[config.mk]
export PLATFORM = sky130hd
export DESIGN_NAME = decode_stage
export DESIGN_NICKNAME = d
export VERILOG_FILES = /design/src/rtl/decode_pkg.sv /design/src/rtl/decode_fields.sv /design/src/rtl/decode_stage.sv
export SDC_FILE = /design/constraint.sdc
export NUM_CORES = 1
export LEC_CHECK = 0
export CORE_ASPECT_RATIO = 1.1
export CORE_UTILIZATION = 25
export CTS_CLUSTER_DIAMETER = 80
export DETAILED_ROUTE_END_ITERATION = 8
export GPL_TIMING_DRIVEN = 0
export HOLD_SLACK_MARGIN = 0.03
export SYNTH_ARGS = -nofsm -noshare
export SYNTH_HDL_FRONTEND = slang
export SYNTH_SLANG_ARGS = --single-unit
export TNS_END_PERCENT = 10
[constraint.sdc]
create_clock -name clock -period 13.8 [get_ports clock]
set_input_delay 2.76 -clock clock [delete_from_list [all_inputs] [get_ports clock]]
set_output_delay 2.76 -clock clock [all_outputs]
set_load 0.005 [all_outputs]
[src/rtl/decode_pkg.sv]
// Shared decode types: control bundle, RV32I opcodes, ALU/memory/RF-source codes
// and the immediate/ALU-selection helpers used by the field decoder.
package decode_pkg;

  localparam int CTRL_XLEN  = 32;
  localparam int CTRL_REG_W = 5;

  localparam logic [6:0] OPC_LUI      = 7'b0110111;
  localparam logic [6:0] OPC_AUIPC    = 7'b0010111;
  localparam logic [6:0] OPC_JAL      = 7'b1101111;
  localparam logic [6:0] OPC_JALR     = 7'b1100111;
  localparam logic [6:0] OPC_BRANCH   = 7'b1100011;
  localparam logic [6:0] OPC_LOAD     = 7'b0000011;
  localparam logic [6:0] OPC_STORE    = 7'b0100011;
  localparam logic [6:0] OPC_OP_IMM   = 7'b0010011;
  localparam logic [6:0] OPC_OP       = 7'b0110011;
  localparam logic [6:0] OPC_MISC_MEM = 7'b0001111;
  localparam logic [6:0] OPC_SYSTEM   = 7'b1110011;

  typedef enum logic [3:0] {
    ALU_ADD, ALU_SUB, ALU_SLL, ALU_SLT, ALU_SLTU, ALU_XOR,
    ALU_SRL, ALU_SRA, ALU_OR, ALU_AND, ALU_PASS_B
  } alu_op_t;

  typedef enum logic [1:0] {MEM_B, MEM_H, MEM_W} mem_size_t;

  typedef enum logic [1:0] {RF_SRC_ALU, RF_SRC_MEM, RF_SRC_PC4} rf_src_t;

  typedef enum logic [2:0] {IMM_I, IMM_S, IMM_B, IMM_U, IMM_J} imm_fmt_t;

  typedef struct packed {
    alu_op_t                alu_op;
    logic                   src_a_pc;
    logic                   src_b_imm;
    logic                   rs1_used;
    logic                   rs2_used;
    logic                   mem_rd;
    logic                   mem_wr;
    mem_size_t              mem_size;
    logic                   mem_unsigned;
    logic                   rf_wr_en;
    rf_src_t                rf_src;
    logic                   branch;
    logic                   jump;
    logic [2:0]             br_cond;
    logic [CTRL_REG_W-1:0]  rs1;
    logic [CTRL_REG_W-1:0]  rs2;
    logic [CTRL_REG_W-1:0]  rd;
    logic [CTRL_XLEN-1:0]   imm;
  } ctrl_t;

  function automatic logic [CTRL_XLEN-1:0] imm_of(input logic [31:0] i, input imm_fmt_t f);
    case (f)
      IMM_I:   imm_of = {{20{i[31]}}, i[31:20]};
      IMM_S:   imm_of = {{20{i[31]}}, i[31:25], i[11:7]};
      IMM_B:   imm_of = {{19{i[31]}}, i[31], i[7], i[30:25], i[11:8], 1'b0};
      IMM_U:   imm_of = {i[31:12], 12'b0};
      IMM_J:   imm_of = {{11{i[31]}}, i[31], i[19:12], i[20], i[30:21], 1'b0};
      default: imm_of = '0;
    endcase
  endfunction

  // alt selects SUB/SRA (funct7[5]); compares map onto ALU ops, never RF strobes
  function automatic alu_op_t alu_of(input logic [2:0] f3, input logic alt);
    case (f3)
      3'b000:  alu_of = alt ? ALU_SUB : ALU_ADD;
      3'b001:  alu_of = ALU_SLL;
      3'b010:  alu_of = ALU_SLT;
      3'b011:  alu_of = ALU_SLTU;
      3'b100:  alu_of = ALU_XOR;
      3'b101:  alu_of = alt ? ALU_SRA : ALU_SRL;
      3'b110:  alu_of = ALU_OR;
      default: alu_of = ALU_AND;
    endcase
  endfunction

endpackage

[src/rtl/decode_fields.sv]
// Pure combinational RV32I decoder: instruction word -> control bundle + illegal flag.
module decode_fields
  import decode_pkg::*;
(
  input  logic [31:0] instruction,
  output ctrl_t       ctrl,
  output logic        illegal
);

  logic [6:0] opcode;
  logic [2:0] f3;
  logic [6:0] f7;

  assign opcode = instruction[6:0];
  assign f3     = instruction[14:12];
  assign f7     = instruction[31:25];

  always_comb begin
    ctrl         = '0;
    illegal      = 1'b0;
    ctrl.alu_op  = ALU_ADD;
    ctrl.mem_size = MEM_W;
    ctrl.rf_src  = RF_SRC_ALU;
    ctrl.rs1     = instruction[19:15];
    ctrl.rs2     = instruction[24:20];
    ctrl.rd      = instruction[11:7];
    case (opcode)
      OPC_LUI: begin
        ctrl.rf_wr_en  = 1'b1;
        ctrl.src_b_imm = 1'b1;
        ctrl.alu_op    = ALU_PASS_B;
        ctrl.imm       = imm_of(instruction, IMM_U);
      end
      OPC_AUIPC: begin
        ctrl.rf_wr_en  = 1'b1;
        ctrl.src_a_pc  = 1'b1;
        ctrl.src_b_imm = 1'b1;
        ctrl.imm       = imm_of(instruction, IMM_U);
      end
      OPC_JAL: begin
        ctrl.rf_wr_en  = 1'b1;
        ctrl.jump      = 1'b1;
        ctrl.src_a_pc  = 1'b1;
        ctrl.src_b_imm = 1'b1;
        ctrl.rf_src    = RF_SRC_PC4;
        ctrl.imm       = imm_of(instruction, IMM_J);
      end
      OPC_JALR: begin
        illegal        = (f3 != 3'b000);
        ctrl.rf_wr_en  = 1'b1;
        ctrl.jump      = 1'b1;
        ctrl.rs1_used  = 1'b1;
        ctrl.src_b_imm = 1'b1;
        ctrl.rf_src    = RF_SRC_PC4;
        ctrl.imm       = imm_of(instruction, IMM_I);
      end
      OPC_BRANCH: begin
        illegal       = (f3[2:1] == 2'b01);
        ctrl.branch   = 1'b1;
        ctrl.rs1_used = 1'b1;
        ctrl.rs2_used = 1'b1;
        ctrl.br_cond  = f3;
        ctrl.alu_op   = f3[2] ? (f3[1] ? ALU_SLTU : ALU_SLT) : ALU_SUB;
        ctrl.imm      = imm_of(instruction, IMM_B);
      end
      OPC_LOAD: begin
        illegal           = (f3 == 3'b011) || (f3[2:1] == 2'b11);
        ctrl.rf_wr_en     = 1'b1;
        ctrl.mem_rd       = 1'b1;
        ctrl.rs1_used     = 1'b1;
        ctrl.src_b_imm    = 1'b1;
        ctrl.rf_src       = RF_SRC_MEM;
        ctrl.mem_size     = mem_size_t'(f3[1:0]);
        ctrl.mem_unsigned = f3[2];
        ctrl.imm          = imm_of(instruction, IMM_I);
      end
      OPC_STORE: begin
        illegal        = f3[2] || (f3[1:0] == 2'b11);
        ctrl.mem_wr    = 1'b1;
        ctrl.rs1_used  = 1'b1;
        ctrl.rs2_used  = 1'b1;
        ctrl.src_b_imm = 1'b1;
        ctrl.mem_size  = mem_size_t'(f3[1:0]);
        ctrl.imm       = imm_of(instruction, IMM_S);
      end
      OPC_OP_IMM: begin
        illegal        = ((f3 == 3'b001) && (f7 != 7'h00)) ||
                         ((f3 == 3'b101) && ((f7 & 7'b1011111) != 7'h00));
        ctrl.rf_wr_en  = 1'b1;
        ctrl.rs1_used  = 1'b1;
        ctrl.src_b_imm = 1'b1;
        ctrl.alu_op    = alu_of(f3, (f3 == 3'b101) && f7[5]);
        ctrl.imm       = imm_of(instruction, IMM_I);
      end
      OPC_OP: begin
        illegal       = !((f7 == 7'h00) ||
                          ((f7 == 7'h20) && ((f3 == 3'b000) || (f3 == 3'b101))));
        ctrl.rf_wr_en = 1'b1;
        ctrl.rs1_used = 1'b1;
        ctrl.rs2_used = 1'b1;
        ctrl.alu_op   = alu_of(f3, f7[5]);
      end
      OPC_MISC_MEM, OPC_SYSTEM: ;  // fence/ecall/ebreak travel as no-ops
      default: illegal = 1'b1;
    endcase
    // illegal bundles must never write state or claim register operands
    if (illegal) begin
      ctrl.rf_wr_en = 1'b0;
      ctrl.mem_wr   = 1'b0;
      ctrl.mem_rd   = 1'b0;
      ctrl.rs1_used = 1'b0;
      ctrl.rs2_used = 1'b0;
      ctrl.branch   = 1'b0;
      ctrl.jump     = 1'b0;
    end
  end

endmodule

[src/rtl/decode_stage.sv]
// Decode pipe stage: combinational field decode, one output register with
// valid/ready handshake, and a pending-write scoreboard for RAW/WAW interlock.
module decode_stage
  import decode_pkg::*;
#(
  parameter int XLEN     = 32,
  parameter int NUM_REGS = 32,
  parameter int REG_W    = $clog2(NUM_REGS)
) (
  input  logic             clock,
  input  logic             reset,
  input  logic             in_valid,
  output logic             in_ready,
  input  logic [31:0]      in_instruction,
  input  logic [XLEN-1:0]  in_pc,
  output logic             out_valid,
  input  logic             out_ready,
  output logic [XLEN-1:0]  out_pc,
  output ctrl_t            out_ctrl,
  output logic             out_illegal,
  input  logic             wb_valid,
  input  logic [REG_W-1:0] wb_rd,
  input  logic             flush
);

  ctrl_t                dec;
  logic                 dec_illegal;
  logic                 started;
  logic                 hazard;
  logic                 accept;
  logic [NUM_REGS-1:0]  pending;
  logic [NUM_REGS-1:0]  pending_n;
  logic [REG_W-1:0]     dec_rs1, dec_rs2, dec_rd, held_rd;

  decode_fields u_fields (
    .instruction (in_instruction),
    .ctrl        (dec),
    .illegal     (dec_illegal)
  );

  assign dec_rs1 = dec.rs1[REG_W-1:0];
  assign dec_rs2 = dec.rs2[REG_W-1:0];
  assign dec_rd  = dec.rd[REG_W-1:0];
  assign held_rd = out_ctrl.rd[REG_W-1:0];

  // hazard looks only at the registered scoreboard, so a same-cycle writeback
  // releases the interlock one cycle later
  assign hazard = in_valid && ((dec.rs1_used && pending[dec_rs1]) ||
                               (dec.rs2_used && pending[dec_rs2]) ||
                               (dec.rf_wr_en && pending[dec_rd]));

  assign in_ready = started && !flush && !hazard && (!out_valid || out_ready);
  assign accept   = in_valid && in_ready;

  always_ff @(posedge clock or posedge reset) begin
    if (reset) started <= 1'b0;
    else       started <= 1'b1;
  end

  // order matters: clears first, then a new set wins over a same-index clear
  always_comb begin
    pending_n = pending;
    if (wb_valid) pending_n[wb_rd] = 1'b0;
    if (flush && out_valid && out_ctrl.rf_wr_en) pending_n[held_rd] = 1'b0;
    if (accept && dec.rf_wr_en) pending_n[dec_rd] = 1'b1;
    pending_n[0] = 1'b0;
  end

  always_ff @(posedge clock or posedge reset) begin
    if (reset) pending <= '0;
    else       pending <= pending_n;
  end

  always_ff @(posedge clock or posedge reset) begin
    if (reset) begin
      out_valid   <= 1'b0;
      out_pc      <= '0;
      out_ctrl    <= '0;
      out_illegal <= 1'b0;
    end else if (flush) begin
      out_valid <= 1'b0;
    end else if (accept) begin
      out_valid   <= 1'b1;
      out_pc      <= in_pc;
      out_ctrl    <= dec;
      out_illegal <= dec_illegal;
    end else if (out_ready) begin
      out_valid <= 1'b0;
    end
  end

endmodule

==> out/metrics.cfg, run 1 <==
[status]
status=finished, final reports clean

[clocking]
cts_setup_buffers=0
cts_tree=built
cts.sinks=134
clk_pin_slew_ps=50
cts_inserted_buffers=17
ctsHoldBuffers=0
clk_latency_ps=420
cts_max_level=4
root_buffer=clkbuf_16
clockBufferDepth=2
cts_resized=0

[sta]
period_share_pct=61.0
relSlewSlack_pct=28.6
maxSlewViolCount=0
timing.final.ws_setup_ps=5380
hold_viol_final=0
clock_skew_ps=6.49
setup_tns_ps=0
max_slew.worst_pin.slew_ps=1060
finalCriticalPeriod_ps=8420
finalSetupViolCount=0
fmax_mhz=119
rsz0062_at_grt=no

[pwr]
leakage_nw=3.99
combPwrFrac_pct=18.2
power_density_nw_per_um2=110
switching_share_pct=25.1
irDropWorstVdd_mv=0.0700
p_int_w=0.000812
seqPwrFrac_pct=41.7
p_switching_w=0.000271
p_clk_share_pct=40.1

[global_route]
first_global_vias=5953
gr-total-overflow=0
grt_use_met1_pct=21.3
groute.usage.overall_pct=16.3
antenna_found_initial=0
grt_pass1_wl_um=35600
grt_busiest_layer=met2
grt_util_met3_pct=3.93
use_met2_pct=25.3
grt_max_degree=82

[placement]
dp_hpwl_um=17000
post-place-ws_ps=5370
port_buffers=170
place.gp.congestion=0.897

[synth]
syn_area_sq_um=7080
async_flop_share_pct=100
ys_ff_latch=134
netlist_top_cells_count=dfrtp_1 (134), mux2_2 (72), o21ai_0 (45)
synth_fp_nets=706
synthTopCellsByArea=dfrtp_1 (47%), mux2_2 (11%), o221ai_1 (3.8%), mux2i_1 (3.8%), mux4_2 (3.8%)
synth_top_cell_by_area=dfrtp_1
seq_area_frac_synth_pct=47.3
synth.distinct_cells=59
syn_area_per_cell_sq_um=11.2
synth_edf_count=0
synth_cells=631
ys.flop_type=dfrtp_1
yosysWarnings=0
yosys.area.top_type_share_pct=47.3
yosysMostFrequentCell=dfrtp_1

[floorplanning]
io_pins=178
dieArea_sq_um=29000
placementRows=64
die_y_um=179
start_util_pct=25.4
die_w_um=162
fp.coreArea_sq_um=27900

[finish]
num_antenna_cells=0
finalNetCount=896
final_util_pct=35.2
drive_gt1_share_pct=18.1
syn2layout_area_growth_pct=38.7

[route]
routed_wl_um=23600
vias=6098
antenna_left=0
drc=0
drt_iter0_markers=400
firstDrtPassIters=5
wl_per_cell_um=19.8
via_per_inst=5.11

[setup_path]
worstPathRequired_ps=11040
worstSetupStartpointType=primary input
critPathArrivalTime_ps=5660
path_class=in -> out
worstPathMaxFanout=7
critPathCaptureType=primary output
ff2ff_setup_slack_ps=10800

[flow_run]
max_cap_violations=0

[hold_path]
hold_class=reg -> reg

## worst max-delay path, stage by stage
cell and delay (ps):
clkdlybuf4s50_1 510, nor4_1 540, a21oi_1 140, a311oi_1 280, nand3_1 230, nor3_2 530
a31oi_1 180, clkdlybuf4s50_1 480
## cell usage in the layout (no fill, tap or decap), drive strengths merged, types with 4 or more instances in the layout
| cell type | synthesis | routed |
|---|---|---|
| a2111oi | 4 | 4 |
| a21oi | 25 | 25 |
| a22o | 12 | 12 |
| a22oi | 4 | 4 |
| a31oi | 6 | 6 |
| and2 | 4 | 4 |
| buf | 21 | 22 |
| clkbuf | 18 | 43 |
| clkdlybuf4s50 | 0 | 170 |
| dfrtp | 134 | 134 |
| inv | 20 | 20 |
| mux2 | 79 | 79 |
| mux2i | 27 | 27 |
| mux4 | 12 | 12 |
| nand2 | 40 | 40 |
| nand2b | 6 | 6 |
| nand3 | 20 | 20 |
| nand3b | 16 | 16 |
| nand4 | 5 | 5 |
| nor2 | 25 | 25 |
| nor2b | 9 | 9 |
| nor3 | 4 | 4 |
| nor4 | 4 | 4 |
| o211ai | 4 | 4 |
| o21ai | 46 | 46 |
| o221ai | 31 | 31 |
| o22ai | 4 | 4 |
| or3 | 5 | 5 |
| or3b | 9 | 9 |
## state kept, by name, indices dropped and copies added (netlist names)
| register | flops |
|---|---|
| out_illegal | 1 |
| out_valid | 1 |
| out_ctrl | 63 |
| started | 1 |
| out_pc | 32 |
| pending | 31 |
| held_rd | 5 |
## power groups by stage
stage          clock [W]  sequential, W  combinational [W]
2_1_floorplan          0       0.000456          0.0000765
3_3_place_gp           0       0.000456           0.000195
5_1_grt         0.000460       0.000456           0.000212
3_5_place_dp           0       0.000458           0.000198
6_report        0.000435       0.000451           0.000197
4_1_cts         0.000445       0.000451           0.000199
## stage by stage
stage          instances  instance area (sq um)  hold slack (ps)  total power (W)
2_1_floorplan        631                   7080              474         0.000533
3_5_place_dp        1165                   9270              471         0.000656
3_3_place_gp        1164                   9240              465         0.000652
5_1_grt             1194                   9820              505          0.00113
4_1_cts             1194                   9820              484          0.00110
6_report            1194                   9820              484          0.00108
## path summary, 6_finish.rpt
path | start | to | depth (start not counted)
min | out_ctrl[52] | out_ctrl[52] | 1
max reg2reg | pending[23] | out_ctrl[53] | 8
max in group asynchronous | reset | out_ctrl[47] | 3
max | in_instruction[31] | in_ready | 8
min reg2reg | out_ctrl[52] | out_ctrl[52] | 1
min in group asynchronous | reset | out_pc[25] | 2
## metal layers
layer | wire [um] | up-vias
met5 | 0 | -
met4 | 514 | 0
met3 | 1650 | 30
met2 | 11000 | 264
met1 | 10400 | 3034
li1 | - | 2770
## cell families after synthesis
kind of cell              count (synthesis)  share of synthesized area [%]
AOI/OAI and AO/OA                       159                           15.7
and+or+nand+nor                         159                           12.3
DFF                                     134                           47.3
muxes                                   118                           20.2
buffers and inverters                    59                           4.26
xor gates and xnor gates                  1                          0.124
other                                     1                         0.0530
## layout make-up
type / instances / area, sq um
sequential: 134 / 3350
clock buffer: 25 / 505
multi-input combinational: 438 / 3430
tap: 363 / 454
inverter: 20 / 80.1
clock inverter: 4 / 45.0
buffer: 39 / 226
fill: 2885 / 18000
timing repair buffer: 171 / 1730
No activity file was read; power rests on OpenSTA's default activity.
==> run 2: changes to the inputs <==
clock period = 6.9 ns   (was 13.8 ns; I/O delays follow)
==> results of run 2 <==
Same layout as run 1 (identical final DEF). Status: finished, final reports clean.
Main changes from that run: setup slack after placement 5370 ps -> 1230 ps; setup slack after layout 5380 ps -> 1240 ps; register-to-register setup slack 10800 ps -> 3900 ps; total power 0.00108 W -> 0.00217 W; worst IR drop on VDD 0.0700 mV -> 0.140 mV
